### src/rtl/map_query_arbiter.sv
// Shares one combinational Map wall-lookup port among N_REQ movers; two-state IDLE/LOOK FSM.
// Optional MAP_ARB_RR_EN selects round-robin arbitration; otherwise fixed priority (index 0 highest).
module map_query_arbiter #(
    parameter int N_REQ = 4,
    parameter int XW    = 10,
    parameter int YW    = 9
) (
    input  logic                  clk,
    input  logic                  rst,
    input  logic [N_REQ-1:0]      req,
    input  logic [N_REQ*XW-1:0]   req_x,
    input  logic [N_REQ*YW-1:0]   req_y,
    output logic [N_REQ-1:0]      ack,
    output logic                  rsp_wall,
    output logic [2:0]            grant_id,
    output logic                  busy,
    output logic [XW-1:0]         map_x,
    output logic [YW-1:0]         map_y,
    input  logic                  map_is_wall
);

    typedef enum logic {IDLE, LOOK} state_t;

    state_t                  state_q, state_d;
    logic [N_REQ-1:0]        ack_q, ack_d;
    logic                    rsp_wall_q, rsp_wall_d;
    logic [2:0]              grant_id_q, grant_id_d;
    logic                    busy_q, busy_d;
    logic [XW-1:0]           map_x_q, map_x_d;
    logic [YW-1:0]           map_y_q, map_y_d;

    logic [N_REQ-1:0][XW-1:0] lane_x;
    logic [N_REQ-1:0][YW-1:0] lane_y;
    logic [N_REQ-1:0]         elig;
    logic                     sel_vld;
    logic [2:0]               sel_idx;
    logic [XW-1:0]            sel_x;
    logic [YW-1:0]            sel_y;

    assign lane_x = req_x;
    assign lane_y = req_y;

`ifdef MAP_ARB_RR_EN
    logic [2:0] ptr_q, ptr_d;
    logic       hi_vld, lo_vld;
    logic [2:0] hi_idx, lo_idx;

    // Round-robin: lowest eligible index above ptr, else wrap to lowest eligible overall.
    always_comb begin
        elig    = req & ~ack_q;
        hi_vld  = 1'b0;
        hi_idx  = '0;
        lo_vld  = 1'b0;
        lo_idx  = '0;
        for (int i = N_REQ-1; i >= 0; i--) begin
            if (elig[i]) begin
                lo_vld = 1'b1;
                lo_idx = 3'(i);
                if (3'(i) > ptr_q) begin
                    hi_vld = 1'b1;
                    hi_idx = 3'(i);
                end
            end
        end
        sel_vld = hi_vld | lo_vld;
        sel_idx = hi_vld ? hi_idx : lo_idx;
    end
`else
    always_comb begin
        elig    = req & ~ack_q;
        sel_vld = 1'b0;
        sel_idx = '0;
        for (int i = N_REQ-1; i >= 0; i--) begin
            if (elig[i]) begin
                sel_vld = 1'b1;
                sel_idx = 3'(i);
            end
        end
    end
`endif

    always_comb begin
        sel_x = '0;
        sel_y = '0;
        for (int i = 0; i < N_REQ; i++) begin
            if (3'(i) == sel_idx) begin
                sel_x = lane_x[i];
                sel_y = lane_y[i];
            end
        end
    end

    always_comb begin
        state_d    = state_q;
        ack_d      = '0;
        rsp_wall_d = rsp_wall_q;
        grant_id_d = grant_id_q;
        busy_d     = busy_q;
        map_x_d    = map_x_q;
        map_y_d    = map_y_q;
`ifdef MAP_ARB_RR_EN
        ptr_d      = ptr_q;
`endif
        case (state_q)
            IDLE: begin
                if (sel_vld) begin
                    map_x_d    = sel_x;
                    map_y_d    = sel_y;
                    grant_id_d = sel_idx;
                    busy_d     = 1'b1;
                    state_d    = LOOK;
                end
            end
            LOOK: begin
                // Map address has been stable for a full cycle; capture its result.
                rsp_wall_d = map_is_wall;
                for (int i = 0; i < N_REQ; i++) begin
                    ack_d[i] = (3'(i) == grant_id_q);
                end
`ifdef MAP_ARB_RR_EN
                ptr_d      = grant_id_q;
`endif
                busy_d     = 1'b0;
                state_d    = IDLE;
            end
            default: state_d = IDLE;
        endcase
    end

    always_ff @(posedge clk) begin
        if (rst) begin
            state_q    <= IDLE;
            ack_q      <= '0;
            rsp_wall_q <= 1'b0;
            grant_id_q <= '0;
            busy_q     <= 1'b0;
            map_x_q    <= '0;
            map_y_q    <= '0;
`ifdef MAP_ARB_RR_EN
            ptr_q      <= 3'(N_REQ-1);
`endif
        end else begin
            state_q    <= state_d;
            ack_q      <= ack_d;
            rsp_wall_q <= rsp_wall_d;
            grant_id_q <= grant_id_d;
            busy_q     <= busy_d;
            map_x_q    <= map_x_d;
            map_y_q    <= map_y_d;
`ifdef MAP_ARB_RR_EN
            ptr_q      <= ptr_d;
`endif
        end
    end

    assign ack      = ack_q;
    assign rsp_wall = rsp_wall_q;
    assign grant_id = grant_id_q;
    assign busy     = busy_q;
    assign map_x    = map_x_q;
    assign map_y    = map_y_q;

endmodule

### config.mk
export PLATFORM = sky130hd
export DESIGN_NAME = map_query_arbiter
export DESIGN_NICKNAME = d
export VERILOG_FILES = /design/src/rtl/map_query_arbiter.sv
export SDC_FILE = /design/constraint.sdc
export NUM_CORES = 1
export LEC_CHECK = 0
export ABC_AREA = 1
export BUFFER_PORTS_ARGS = -buffer_cell sky130_fd_sc_hd__buf_2
export CELL_PAD_IN_SITES_DETAIL_PLACEMENT = 0
export CELL_PAD_IN_SITES_GLOBAL_PLACEMENT = 1
export CORE_MARGIN = 2
export CORE_UTILIZATION = 28
export CTS_CLUSTER_DIAMETER = 100
export DETAILED_ROUTE_END_ITERATION = 6
export MAX_ROUTING_LAYER = met4
export PLACE_DENSITY = 0.83
export SLEW_MARGIN = 20
export SYNTH_ARGS = -nofsm -noshare
export SYNTH_HDL_FRONTEND = slang
export SYNTH_SLANG_ARGS = --single-unit
### constraint.sdc
create_clock -name clk -period 1.7 [get_ports clk]
set_input_delay 0.085 -clock clk [delete_from_list [all_inputs] [get_ports clk]]
set_output_delay 0.085 -clock clk [all_outputs]
set_load 0.01 [all_outputs]
==> out/metrics.yaml, run 1 <==
dpl_cell_area_sq_mm: 0.00238
synth.largest_area_cell: "dfxtp_1"
synthTopCellsByArea: "dfxtp_1, nand2_1, nand3_1"
switching_share_pct: 34.1
htree_levels: 1
dieHeight_um: 84.1
skew_ps: 5.18
period_share_pct: 91.1
post-route-min-period_ps: 1550
ys_seq_elements: 28
ios: 111
core-area_sq_mm: 0.00628
start_util_pct: 28.6
fp.dieArea_sq_mm: 0.00706
hold_viol: 0
critPathMaxStageDelay_ps: 360
routedWlPerCell_um: 14.0
max_freq_mhz: 645
dpl_worst_slack_ps: 180
holdPathStages: 3
crit_chain: "inv_2 > nand2_4 > nand2_4 > nand2_4 > nand2_4 > nor2_4 > nand2_1 > nand3_1 > nor2_1 > nor2_1"
firstDrtPassIters: 4
route.detailed.drc: 0
synth.top_cell.area_share_pct: 31.2
busiest_layer: "met2"
grt_max_degree: 28
clk_path_buf_depth: 2
grtUsageMet2_pct: 27.9
outcome: "complete, no violations"
grt-ovfl-total: 0
setup_viol: 0
slowest_stage: "nor2_4"
drv_slew: 0
ant_nets: 0
end_kind: "register"
dpl.hpwl_um: 4660
crit_path_start_kind: "register"
layout-drive-gt1-share_pct: 44.9
antenna_found_initial: 0
die_x_um: 84.1
synth-main-ff-cell: "dfxtp_1"
synthArstFlopShare_pct: 0
clk_pin_slew_ps: 100
cts_tree: "done"
clkPwrFrac_pct: 21.9
synth_edf_count: 0
met3_usage_pct: 4.06
portBuffers: 109
cts_root_buf: "clkbuf_8"
synth.avg_cell_area_sq_um: 7.15
final_area_sq_mm: 0.00243
yosys.cell_count.top_type: "nand2_1"
yosys_warnings: 0
synth_common_cells: "nand2_1, nand3_1, dfxtp_1, nor2_1, o21ai_0"
cts.sinks: 28
switching_power_w: 0.000584
grt.total_usage_pct: 17.2
r2r_cells: 10
cp_max_fo: 12
diodes: 0
min_path_type: "in2reg"
wl_um: 6040
numCtsBuffers: 3
irDropWorstVdd_mv: 0.313
rsz0062_at_grt: "no"
synth_nets: 334
fin_tns_setup_ps: 0
path_common_cell: "nand2_4"
comb_power_share_pct: 33.9
ys_seq_area_share_pct: 31.2
grt_pass1_wl_um: 9540
first_iter_violations: 89
cap_viol_max_count: 0
clk_latency_ps: 270
areaGrowthSynthToFinish_pct: 35.7
globalplace.congestion: 0.803
rows: 29
p_per_area_mw_per_mm2: 704
leakagePower_nw: 1.26
worstPathRequired_ps: 1920
synthCells: 251
power.internal_w: 0.00113
synth.cell_area_sq_mm: 0.00179
layout_setup_ws_ps: 151
fin_nets: 441
grt_pass1_vias: 1969
critical_path_arrival_ps: 1770
vias: 2092
use_met1_pct: 21.9
cts_resized: 0
power_frac_seq_pct: 44.3
synth_cell_types: 28
via_per_inst: 4.83
critPathKind: "reg2reg"
timing.hold.ws_ps: 42.8
layout make-up:
cell class	count	area (sq um)
fill	689	3840
sequential	28	561
timing repair buffer	116	613
inverter	13	53.8
multi-input combinational	196	1070
tap	77	96.3
clock buffer	3	41.3
cell usage in the layout, fill, tap and decap left out:
| cell type | instances |
|---|---|
| buf_2 | 109 |
| nand2_1 | 50 |
| nand3_1 | 29 |
| dfxtp_1 | 28 |
| nor2_1 | 26 |
| o21ai_0 | 26 |
| nand2_2 | 12 |
| a21oi_1 | 10 |
| nand3_2 | 9 |
| inv_1 | 8 |
| nand2_4 | 7 |
| nand4_1 | 7 |
| or2_0 | 5 |
| buf_4 | 5 |
| nor3_1 | 4 |
| inv_2 | 3 |
| nor2_4 | 3 |
| clkbuf_8 | 3 |
| inv_4 | 2 |
| or2_2 | 2 |
| nand2_8 | 1 |
| a21oi_4 | 1 |
| a31o_2 | 1 |
| nor2_8 | 1 |
| o21ai_1 | 1 |
| conb_1 | 1 |
| dlygate4sd3_1 | 1 |
| buf_12 | 1 |
critical path, delay by kind of cell (launching register included):
kind / cells / cell delay (ps)
simple gates: 9 / 1090
flops: 1 / 350
buf+inv: 1 / 50
metal layers:
layer | vias to the layer above | share of wire (%)
li1 | 1040 | -
met1 | 918 | 43
met2 | 124 | 46
met3 | 10 | 9.8
met4 | 0 | 1.1
met5 | - | 0
final timing paths:
path	start	to	slack, ps
worst max register to register	ack[2]	map_x[7]	150
worst min-delay path	map_is_wall	rsp_wall	40
worst max-delay path	ack[2]	map_x[7]	150
worst min register to register	rsp_wall	rsp_wall	460
timing repair:
action,in CTS,in global routing
hold endpoints to repair,3,0
hold buffers,1,0
buffers inserted,0,0
power by group through the flow:
stage / combinational [W] / sequential (W) / clock (W)
floorplan: 0.000333 / 0.000799 / 0
global placement: 0.000583 / 0.000775 / 0
detailed placement: 0.000585 / 0.000773 / 0
CTS: 0.000588 / 0.000759 / 0.000395
global route: 0.000647 / 0.000767 / 0.000421
finish: 0.000580 / 0.000759 / 0.000374
metrics by stage:
stage | std cells | total power [W] | utilization, %
after floorplan | 251 | 0.00113 | -
after global routing | 433 | 0.00184 | 38.8
after CTS | 433 | 0.00174 | 38.8
after global placement | 429 | 0.00136 | 38.0
final | 433 | 0.00171 | 38.8
after detailed placement | 429 | 0.00136 | 38.0
cell families (layout without fill, tap and decap cells):
family / after synthesis / after routing / share of synthesized area, %
buffers and inverters: 27 / 132 / 9.13
AO/OA/AOI/OAI: 39 / 39 / 11.7
other: 1 / 1 / 0.209
AND/OR/NAND/NOR: 156 / 156 / 47.7
flip-flops: 28 / 28 / 31.2
sequential cells by signal (all words and copies together) (netlist names):
name	cells
map_y	9
grant_id	2
rsp_wall	1
map_x	10
busy	1
ack	4
state_q	1
Power figures use the tool's default switching activity.
==> run 2: changes to the inputs <==
--- a/config.mk
+++ b/config.mk
@@ -9,6 +9,7 @@
 export BUFFER_PORTS_ARGS = -buffer_cell sky130_fd_sc_hd__buf_2
 export CELL_PAD_IN_SITES_DETAIL_PLACEMENT = 0
 export CELL_PAD_IN_SITES_GLOBAL_PLACEMENT = 1
+export CORE_ASPECT_RATIO = 1.25
 export CORE_MARGIN = 2
 export CORE_UTILIZATION = 28
 export CTS_CLUSTER_DIAMETER = 100
==> run 2 against run 1 <==
Global-route usage is 0.91 points lower. Sequential cell count stayed put. Final cell count is 2.1% higher. Sequential power hardly changed. Highest routed layer unchanged. Sequential share of layout area is 0.46 points lower. Total power is 9.6% higher. Design area is 2.1% higher. Critical path type unchanged.
==> out/metrics.yaml, run 2 (synthesized netlist as in run 1, its figures left out) <==
cts_root_buf: "clkbuf_8"
setup_viol: 0
comb_power_share_pct: 31.2
crit_path_start_kind: "register"
use_met1_pct: 18.3
grtUsageMet2_pct: 29.4
outcome: "complete, no violations"
numCtsBuffers: 3
slowest_stage: "dfxtp_1"
dpl_cell_area_sq_mm: 0.00239
ant_nets: 0
grt-ovfl-total: 0
cp_max_fo: 26
vias: 2023
final_area_sq_mm: 0.00248
clk_path_buf_depth: 2
diodes: 0
routedWlPerCell_um: 12.7
rsz0062_at_grt: "no"
portBuffers: 109
power_frac_seq_pct: 40.4
cts.sinks: 28
crit_chain: "inv_1 > nand2_4 > nand2_8 > inv_4 > nand2_4 > nand3_1 > nand3_1 > nand2_1 > a21oi_1"
ios: 111
max_freq_mhz: 692
firstDrtPassIters: 5
worstPathRequired_ps: 1910
areaGrowthSynthToFinish_pct: 38.5
start_util_pct: 28.9
layout_common_cells: "buf_2, nand2_1, nand3_1, dfxtp_1"
critical_path_arrival_ps: 1660
path_delay_family: "simple AND/OR/NAND/NOR gates"
period_share_pct: 85.0
first_iter_violations: 67
busiest_layer: "met2"
critPathMaxStageDelay_ps: 320
switching_share_pct: 31.2
dpl.hpwl_um: 4430
min_path_type: "in2reg"
clkPwrFrac_pct: 28.3
via_per_inst: 4.58
critPathKind: "reg2reg"
clk_pin_slew_ps: 110
post-route-min-period_ps: 1440
skew_ps: 10.6
layout-drive-gt1-share_pct: 45.4
fp.dieArea_sq_mm: 0.00707
cap_viol_max_count: 0
rrSetupSlack_ps: 260
drv_slew: 0
globalplace.congestion: 0.876
grt_pass1_wl_um: 8650
largest_reg_flops: 10
dpl_worst_slack_ps: 189
switching_power_w: 0.000586
power.internal_w: 0.00129
rows: 32
total_power_w: 0.00188
irDropWorstVdd_mv: 0.300
layout_setup_ws_ps: 255
p_per_area_mw_per_mm2: 756
dieHeight_um: 93.5
die_x_um: 75.6
core-area_sq_mm: 0.00621
leakagePower_nw: 1.28
grt.total_usage_pct: 16.3
htree_levels: 1
met3_usage_pct: 2.69
grt_pass1_vias: 1905
fin_nets: 441
path_buf_inv: 2
antenna_found_initial: 0
layout_commonest_cell: "buf_2"
hold_viol: 0
end_kind: "register"
fin_tns_setup_ps: 0
grt_max_degree: 42
cts_tree: "done"
wl_um: 5590
route.detailed.drc: 0
clk_latency_ps: 280
==> run 2: per-layer routing <==
metal / share of wire (%) / wire (um)
met4: 0.93 / 52
met5: 0 / 0
met3: 7.7 / 430
met1: 44 / 2440
met2: 48 / 2670
==> run 2: worst paths after layout <==
| check | startpoint | to | depth (start not counted) |
|---|---|---|---|
| worst min register to register | rsp_wall | rsp_wall | 2 |
| worst max-delay path | ack[0] | map_x[1] | 9 |
| worst max register to register | ack[0] | map_x[1] | 9 |
| worst min-delay path | rst | rsp_wall | 2 |
==> run 2: layout make-up <==
type	count	area, sq um
Timing Repair Buffer	116	623
Multi-Input combinational cell	196	1070
Clock buffer	3	41.3
Tap cell	85	106
Clock inverter	1	30.0
Inverter	13	53.8
Fill cell	665	3720
Sequential cell	28	561
==> run 2: power by group through the flow <==
stage,Sequential (W),Combinational (W),Clock [W]
2_1_floorplan,0.000799,0.000333,0
3_3_place_gp,0.000777,0.000578,0
3_5_place_dp,0.000777,0.000579,0
4_1_cts,0.000762,0.000581,0.000554
5_1_grt,0.000769,0.000661,0.000585
6_report,0.000759,0.000586,0.000532
==> run 2: through the flow <==
stage | hold WS [ps] | std cells | util (%)
floorplan | 154 | 251 | -
global placement | 294 | 436 | 38.4
detailed placement | 299 | 436 | 38.4
CTS | 1.37 | 440 | 39.6
global route | 9.35 | 442 | 40.0
finish | 8.31 | 442 | 40.0
==> run 2: timing repair <==
action | in CTS | in global routing
hold buffers | 0 | 0
endpoints found under the hold margin | 0 | 0
setup buffers | 0 | 2
resized for setup | 0 | 0
setup endpoints to repair | 0 | 1
